**config.mk**
```make
export PLATFORM = sky130hd
export DESIGN_NAME = bus_rr_arbiter
export DESIGN_NICKNAME = d
export VERILOG_FILES = /design/src/rtl/bus_arb_pkg.sv /design/src/rtl/bus_arb_id_fifo.sv /design/src/rtl/bus_rr_arbiter.sv
export SDC_FILE = /design/constraint.sdc
export NUM_CORES = 1
export LEC_CHECK = 0
export BUFFER_PORTS_ARGS = -buffer_cell sky130_fd_sc_hd__buf_2
export CORE_AREA = 2 2 122 124
export DETAILED_ROUTE_END_ITERATION = 12
export DIE_AREA = 0 0 124 126
export SYNTH_ARGS = -nofsm -noshare
export SYNTH_HDL_FRONTEND = slang
export SYNTH_SLANG_ARGS = --single-unit
```
**constraint.sdc**
```tcl
create_clock -name clk_i -period 1.6 [get_ports clk_i]
set_input_delay 0.16 -clock clk_i [delete_from_list [all_inputs] [get_ports clk_i]]
set_output_delay 0.16 -clock clk_i [all_outputs]
set_load 0.005 [all_outputs]
```
**src/rtl/bus_arb_pkg.sv**
```systemverilog
// Shared constants and helpers for the round-robin bus arbiter.
package bus_arb_pkg;

    localparam int unsigned MinOutstanding = 1;
    localparam int unsigned MaxOutstandingLimit = 8;

    // Width needed to index n entries; never zero so single-entry cases stay legal.
    function automatic int unsigned idx_width(input int unsigned n);
        return (n <= 1) ? 1 : $clog2(n);
    endfunction

endpackage

```
**src/rtl/bus_arb_id_fifo.sv**
```systemverilog
// In-order FIFO of host indices for transactions awaiting a downstream response.
module bus_arb_id_fifo
    import bus_arb_pkg::*;
#(
    parameter int unsigned Depth = 2,
    parameter int unsigned Width = 1
) (
    input  logic             clk_i,
    input  logic             rst_i,
    input  logic             push,
    input  logic [Width-1:0] push_data,
    input  logic             pop,
    output logic             full,
    output logic             empty,
    output logic [Width-1:0] head
);

    localparam int unsigned PtrW = idx_width(Depth);
    localparam int unsigned CntW = $clog2(Depth + 1);

    logic [Width-1:0] mem [Depth];
    logic [PtrW-1:0]  wr_ptr;
    logic [PtrW-1:0]  rd_ptr;
    logic [CntW-1:0]  count;
    logic             do_push;
    logic             do_pop;

    function automatic logic [PtrW-1:0] ptr_inc(input logic [PtrW-1:0] ptr);
        return (ptr == PtrW'(Depth - 1)) ? '0 : ptr + 1'b1;
    endfunction

    assign full    = (count == CntW'(Depth));
    assign empty   = (count == '0);
    assign head    = mem[rd_ptr];
    assign do_push = push & ~full;
    assign do_pop  = pop & ~empty;

    always_ff @(posedge clk_i) begin
        if (rst_i) begin
            wr_ptr <= '0;
            rd_ptr <= '0;
            count  <= '0;
        end else begin
            if (do_push) wr_ptr <= ptr_inc(wr_ptr);
            if (do_pop)  rd_ptr <= ptr_inc(rd_ptr);
            case ({do_push, do_pop})
                2'b10:   count <= count + 1'b1;
                2'b01:   count <= count - 1'b1;
                default: count <= count;
            endcase
        end
    end

    // NOTE: storage is not reset; an entry is only read after it has been written, and the empty count guards stale data.
    always_ff @(posedge clk_i) begin
        if (do_push) mem[wr_ptr] <= push_data;
    end

endmodule

```
**src/rtl/bus_rr_arbiter.sv**
```systemverilog
// Round-robin arbiter funnelling several hosts onto one pipelined bus with in-order responses.
module bus_rr_arbiter
    import bus_arb_pkg::*;
#(
    parameter int unsigned NrHosts        = 2,
    parameter int unsigned DataWidth      = 32,
    parameter int unsigned AddressWidth   = 32,
    parameter int unsigned MaxOutstanding = 2
) (
    input  logic                                    clk_i,
    input  logic                                    rst_i,
    input  logic [NrHosts-1:0]                      host_req_i,
    output logic [NrHosts-1:0]                      host_gnt_o,
    input  logic [NrHosts-1:0][AddressWidth-1:0]    host_addr_i,
    input  logic [NrHosts-1:0]                      host_we_i,
    input  logic [NrHosts-1:0][DataWidth/8-1:0]     host_be_i,
    input  logic [NrHosts-1:0][DataWidth-1:0]       host_wdata_i,
    output logic [NrHosts-1:0]                      host_rvalid_o,
    output logic [NrHosts-1:0][DataWidth-1:0]       host_rdata_o,
    output logic [NrHosts-1:0]                      host_err_o,
    output logic                                    dev_req_o,
    output logic [AddressWidth-1:0]                 dev_addr_o,
    output logic                                    dev_we_o,
    output logic [DataWidth/8-1:0]                  dev_be_o,
    output logic [DataWidth-1:0]                    dev_wdata_o,
    input  logic                                    dev_gnt_i,
    input  logic                                    dev_rvalid_i,
    input  logic [DataWidth-1:0]                    dev_rdata_i,
    input  logic                                    dev_err_i,
    output logic                                    orphan_rsp_o
);

    localparam int unsigned HostIdxW = idx_width(NrHosts);

    if (MaxOutstanding < MinOutstanding || MaxOutstanding > MaxOutstandingLimit) begin : g_bad_depth
        $error("MaxOutstanding out of range");
    end

    logic [HostIdxW-1:0] prio_ptr;
    logic [HostIdxW-1:0] winner;
    logic [HostIdxW-1:0] head;
    logic                fifo_full;
    logic                fifo_empty;
    logic                accept;
    logic                rsp_valid;

    // Search upward from the priority pointer; with no request the pointer's host drives the payload.
    always_comb begin
        logic found;
        found  = 1'b0;
        winner = prio_ptr;
        for (int unsigned i = 0; i < NrHosts; i++) begin
            int unsigned idx;
            idx = (32'(prio_ptr) + i) % NrHosts;
            if (!found && host_req_i[idx]) begin
                found  = 1'b1;
                winner = HostIdxW'(idx);
            end
        end
    end

    assign dev_req_o   = ~rst_i & (|host_req_i) & ~fifo_full;
    assign accept      = dev_req_o & dev_gnt_i;
    assign dev_addr_o  = host_addr_i[winner];
    assign dev_we_o    = host_we_i[winner];
    assign dev_be_o    = host_be_i[winner];
    assign dev_wdata_o = host_wdata_i[winner];

    assign rsp_valid    = ~rst_i & dev_rvalid_i & ~fifo_empty;
    assign orphan_rsp_o = ~rst_i & dev_rvalid_i & fifo_empty;

    always_comb begin
        for (int unsigned h = 0; h < NrHosts; h++) begin
            host_gnt_o[h]    = accept & (winner == HostIdxW'(h));
            host_rvalid_o[h] = rsp_valid & (head == HostIdxW'(h));
            host_err_o[h]    = rsp_valid & (head == HostIdxW'(h)) & dev_err_i;
            host_rdata_o[h]  = dev_rdata_i;
        end
    end

    always_ff @(posedge clk_i) begin
        if (rst_i) begin
            prio_ptr <= '0;
        end else if (accept) begin
            prio_ptr <= (winner == HostIdxW'(NrHosts - 1)) ? '0 : winner + 1'b1;
        end
    end

    bus_arb_id_fifo #(
        .Depth (MaxOutstanding),
        .Width (HostIdxW)
    ) u_id_fifo (
        .clk_i     (clk_i),
        .rst_i     (rst_i),
        .push      (accept),
        .push_data (winner),
        .pop       (rsp_valid),
        .full      (fifo_full),
        .empty     (fifo_empty),
        .head      (head)
    );

endmodule

```
After elaboration in Yosys (flattened, before gate mapping)
Memory sizes are Yosys's and may differ from the RTL's. A register that Yosys moved wholly into a read port is not among the register bits.
Index checks and enable logic that the tools add are counted.

storage, ports and cells
  bits in registers = 5
  RAM bits = 2
  input bits = 177
  output and inout bits = 141
  logic and storage cells = 63
  memories kept = 1

memory list
  name           words  width  rd ports  clocked after Yosys merged registers in  write ports  line                   text
  u_id_fifo.mem  2      1      1         1                                        1            bus_arb_id_fifo.sv:21  logic [Width-1:0] mem [Depth];

cells by class
  $add $sub $neg = 6
  magnitude comparators = 3
  equal/unequal tests = 3
  mux-type cells = 22
  bitwise logic cells = 19
  reductions and logical operators = 5

operators by type and width
  cell                   count
  $mux W32               4
  $mux W1                15
  $and A1 B1 Y1          14
  $mux W4                2
  $lt A1 B2 Y1 const B   3
  $not A1 Y1             5
  $add A1 B1 Y1 const B  4
  $eq A2 B2 Y1 const B   2
  $pmux W2 S2            1
  $add A2 B1 Y2 const B  1
  $eq A2 B1 Y1 const B   1
  $logic_not A2 Y1       1
  $reduce_bool A2 Y1     1
  $reduce_or A2 Y1       1
  $sub A2 B1 Y2 const B  1
  $logic_and A1 B1 Y1    1
  $logic_not A1 Y1       1

Longest topological paths before layout
  depth after elaboration = 8
  mapped depth = 8
  gate-level depth less buffers = 7

Modules after synthesis
A second synthesis with hierarchy kept.

unflattened totals
  cell total of the unflattened synthesis = 188
  area, all modules = 1,804.2 µm²

by module, submodules not included
  module           times used  cells an instance  area each (µm²)
  bus_rr_arbiter   1           159                1,508.9
  bus_arb_id_fifo  1           29                 295.3

Worst setup path before layout
Ideal clock, no wire load.

  path type = input to register
  start = input port rst_i
  end = register u_id_fifo.count[1]
  library setup time = 0.070 ns
  arrival = 1.570 ns
  data required time = 1.530 ns
  path slack = -0.040 ns
  stages = 7
  path buffers = 1
  path through = clkbuf_1 > nand2b_1 > or2_2 > inv_1 > ha_1 > or3_1 > a21oi_1

RTL lines
  what                                               line                   text
  start: declaration                                 bus_rr_arbiter.sv:11   input logic rst_i,
  $not A1 Y1 *                                       bus_rr_arbiter.sv:69   assign rsp_valid = ~rst_i & dev_rvalid_i & ~fifo_empty;
  $and A1 B1 Y1 * (2 in series)                      bus_rr_arbiter.sv:69
  $and A1 B1 Y1 *                                    bus_arb_id_fifo.sv:36  assign do_pop = pop & ~empty;
  named net u_id_fifo.do_pop                         bus_arb_id_fifo.sv:26  logic do_pop;
  $eq A2 B1 Y1 or $eq A2 B2 Y1 (tied branches)       bus_arb_id_fifo.sv:46  case ({do_push, do_pop})
  $pmux W2 S2 or $reduce_bool A2 Y1 (tied branches)  -
  end signal: assignment                             bus_arb_id_fifo.sv:47  2'b10: count <= count + 1'b1;
  end signal: assignment                             bus_arb_id_fifo.sv:48  2'b01: count <= count - 1'b1;
  end signal: assignment                             bus_arb_id_fifo.sv:49  default: count <= count;
  end: declaration                                   bus_arb_id_fifo.sv:24  logic [CntW-1:0] count;

Mark *: on every way through the listed nets, which the timed path passes. The rest lies on a longest branch.
A chain may end at the register's enable or synchronous reset.

Worst setup path in the final report
  start = register prio_ptr
  end = output port dev_wdata_o[26]

between the ends
  word-level cells in the longest chain between the ends = 8

RTL lines
  what                                            line                  text
  start: declaration                              bus_rr_arbiter.sv:39  logic [HostIdxW-1:0] prio_ptr;
  start signal: assignment                        bus_rr_arbiter.sv:85  prio_ptr <= (winner == HostIdxW'(NrHosts - 1)) ? '0 : winner + 1'b1;
  $mux W1 (implied by the code) (2 in series)     bus_rr_arbiter.sv:55  if (!found && host_req_i[idx]) begin
  $mux W1                                         bus_rr_arbiter.sv:55
  $logic_not A1 Y1                                bus_rr_arbiter.sv:55
  $logic_and A1 B1 Y1                             bus_rr_arbiter.sv:55
  $mux W1 *                                       bus_rr_arbiter.sv:55
  $mux W32 (implied by the code) * (2 in series)  bus_rr_arbiter.sv:67  assign dev_wdata_o = host_wdata_i[winner];
  end: declaration                                bus_rr_arbiter.sv:25  output logic [DataWidth-1:0] dev_wdata_o,

Every way passes the cells marked *; elsewhere a longest branch is shown, timed or not. The select of a mux whose other input is x is not followed.

==> results.md <==
* Die area at between 0.015 and 0.02 sq mm
* Startpoint Class: register
* Starting DRT DRC Count at 21
* Final GP Congestion at 0.779
* Final ANT Viol Nets at 0
* Via density at between 3 and 4
* Most used DFF post-synth: dfxtp_1
* Final hold vios at 0
* Combinational power share at 59.1%
* Synthesized Nets at about 370
* Fin crit share at 111%
* Clock buffer depth at 2
* Internal at 1.17 mW
* Count leader, synth: mux2_4
* Syn Inst Count at about 190
* Synth Area per Inst at 11.0 sq um
* I/O pin count at 318
* Routed WL per cell at 14.2 um
* DR vias at 1959
* Die H at 126 um
* Failing checks: negative setup slack
* Clk pwr share at between 20% and 30%
* Peak VDD IR at 0.000575 V
* Share of layout cells above drive strength 1 at approximately nine tenths
* PnR worst setup slack at -0.176 ns
* Count of clock tree sinks at 8
* Post-CTS Setup Bufs at 0
* Ys Warns at 0
* H-tree levels at 1
* Antenna violations before repair at 0
* Dpl cells at 542
* Min-delay worst type: in -> reg
* I/O Buffers at 221
* Vias in the first global route at 1957
* CP Capture Type: primary output
* P_leak at roughly 1.7 nW
* Cell taking the most area after synthesis: mux2_4
* Hold Path Stages at 3
* Worst-path maximum fanout at 20
* Setup_tns at -10.46 ns
* Worst hold start: rst_i
* CP Data Required Time at 1.44 ns
* Slew Viols, Final at 0
* Area contributors post-synth: mux2_4 49%, buf_4 23%, buf_12 6.7%
* Crit path DAT at 1.62 ns
* Post-synth EDFFs at 2
* Grt ovf at 0
* Area growth syn-to-layout at 49.0%
* Post-synth top cells: 68 x mux2_4, 64 x buf_4, 8 x nor2_1, 7 x buf_12, 6 x dfxtp_1
* Final setup vio count at 69
* RSZ-0062 raised after global routing: yes
* Synth Register Bits at 8
* Final instance count without filler cells at 547
* Async set-reset flop share out of synthesis at 0%
* Slew @ Worst Pin at 0.237 ns
* CTS tree: yes
* CP Class: reg -> out
* Skew final at 0.00324 ns
* Worst reg2reg setup slack at 0.08 ns
* Number of diodes at 0
* Die X at roughly 120 um
* Hpwl dp at 6.91 mm
* Max Fclk at 563 MHz
* Worst Hold End: u_id_fifo.count[1]$_SDFFE_PP0P_
* Post-layout minimum cycle time at approximately 1.8 ns
* Slew headroom at 83.8%
* Later-pin clock latency in the skew report at between 0.2 and 0.25 ns
* Capturing point of the worst reg2reg path: u_id_fifo.count[1]$_SDFFE_PP0P_
* Mapped cell area at 0.00209 sq mm
* CTS root buffer: clkbuf_16
* Synth cell types at 26
* # DRC at 0
* Largest net degree at the start of global routing at 21
* Post-synthesis sequential area ratio at 8.60%
* Num CTS Buffers at 3
* Status: complete, but fails checks
* Switching Share at about 28%
* Nets at 542
* Initial core utilization at between 10 and 15%
* Clock slew at the register clock pins of the worst setup and hold paths at about 0.040 ns
* R2R cell count at 6
* First-pass GRT wire length at 10.4 mm
* # rows at 44
* Critical R2R Launch: u_id_fifo.count[0]$_SDFFE_PP0P_
* Seq pwr share at 14.7%
* First-pass iteration count of the detailed router at 4
* CORE AREA at 0.0143 sq mm
* Synth top area share at 48.7%
* Tot GR Track Use at under 10%
* P_sw at roughly 0.47 mW
* P per Cell Area at between 500 and 600 mW/mm^2
* Max Cap Viol at 0
* Drt total wl at 7.79 mm
## worst max-delay path, stage by stage (launching register included)
cell	delay (ns)
dfxtp_2	0.33
maj3_4	0.40
buf_12	0.19
mux2_4	0.31
buf_2	0.13
## power by group through the flow
stage	combinational (mW)	sequential [mW]	clock, mW
4_1_cts	0.975	0.241	0.436
6_report	0.970	0.241	0.429
3_3_place_gp	0.941	0.241	0
3_5_place_dp	0.948	0.241	0
2_1_floorplan	0.667	0.242	0
5_1_grt	1.06	0.244	0.443
## per-stage QoR
stage	cell area [sq um]	worst slack, ns	hold slack (ns)	util (%)	power (mW)
after floorplan	2110	0.00714	0.311	-	0.910
after global placement	2970	0.0158	0.320	20.8	1.18
final	3120	-0.176	0.269	21.8	1.64
after global routing	3120	-0.219	0.301	21.8	1.75
after detailed placement	2970	0.00521	0.320	20.8	1.19
after CTS	3100	-0.188	0.267	21.6	1.65
## kinds of logic (layout without fill, tap and decap cells)
kind of cell               Yosys count  after routing  synth area share, %
buffers and inverters               77            248                 31.1
muxes                               72             72                 50.8
and+or+nand+nor                     20             20                 4.84
AOI/OAI and AO/OA                   10             10                 2.75
DFF                                  8              8                 8.60
adders and majority gates            2              3                 1.13
xor gates and xnor gates             2              2                0.836
## layout make-up
class	count	area, sq um
tap	184	230
inverter	4	15.0
timing repair buffer	240	1310
clock buffer	4	78.8
sequential	8	186
multi-input combinational	107	1300
fill	1591	11200
## cells in the final DEF (no fill, tap or decap)
cell type,count
a311o_1,1
mux2i_1,2
edfxtp_1,2
nand2b_1,1
dfxtp_1,3
o211ai_1,1
nor2_1,8
nor2b_1,1
buf_8,3
inv_1,3
xnor2_1,1
or3_1,2
buf_2,221
and3_1,2
dfxtp_4,1
mux2_4,68
nor3_1,1
buf_4,11
nand3_1,2
buf_12,2
o21ai_0,4
a21oi_2,1
clkbuf_16,3
dfxtp_2,2
inv_2,1
maj3_4,2
buf_6,3
clkbuf_1,1
ha_2,1
mux2_2,2
xor2_1,1
or2_4,1
a21oi_1,3
nand2b_4,2
## worst max-delay path by stage
stage,from,endpoint,slack (ns),cells past startpoint
5_1_grt,prio_ptr$_SDFFE_PP0N_,dev_wdata_o[18],-0.22,4
2_1_floorplan,rst_i,u_id_fifo.count[1]$_SDFFE_PP0P_,0.007,7
3_3_place_gp,rst_i,u_id_fifo.count[1]$_SDFFE_PP0P_,0.02,7
4_1_cts,prio_ptr$_SDFFE_PP0N_,dev_addr_o[30],-0.19,4
6_report,prio_ptr$_SDFFE_PP0N_,dev_wdata_o[26],-0.18,4
3_5_place_dp,prio_ptr$_SDFFE_PP0N_,dev_addr_o[30],0.005,4
## routing by layer
metal  track usage [%]  part of all wire [%]  routed length [um]
met1              11.0                    40                3150
met2              15.5                    48                3750
met3              2.36                    11                 885
met4             0.991                  0.15                  12
met5                 0                     0                   0
## timing repair
item,in CTS,in global routing
pin swaps,1,1
resized for setup,11,8
hold endpoints to repair,0,0
endpoints found under the setup margin,69,74
gates cloned,1,0
hold buffers,0,0
Power figures use the tool's default switching activity.
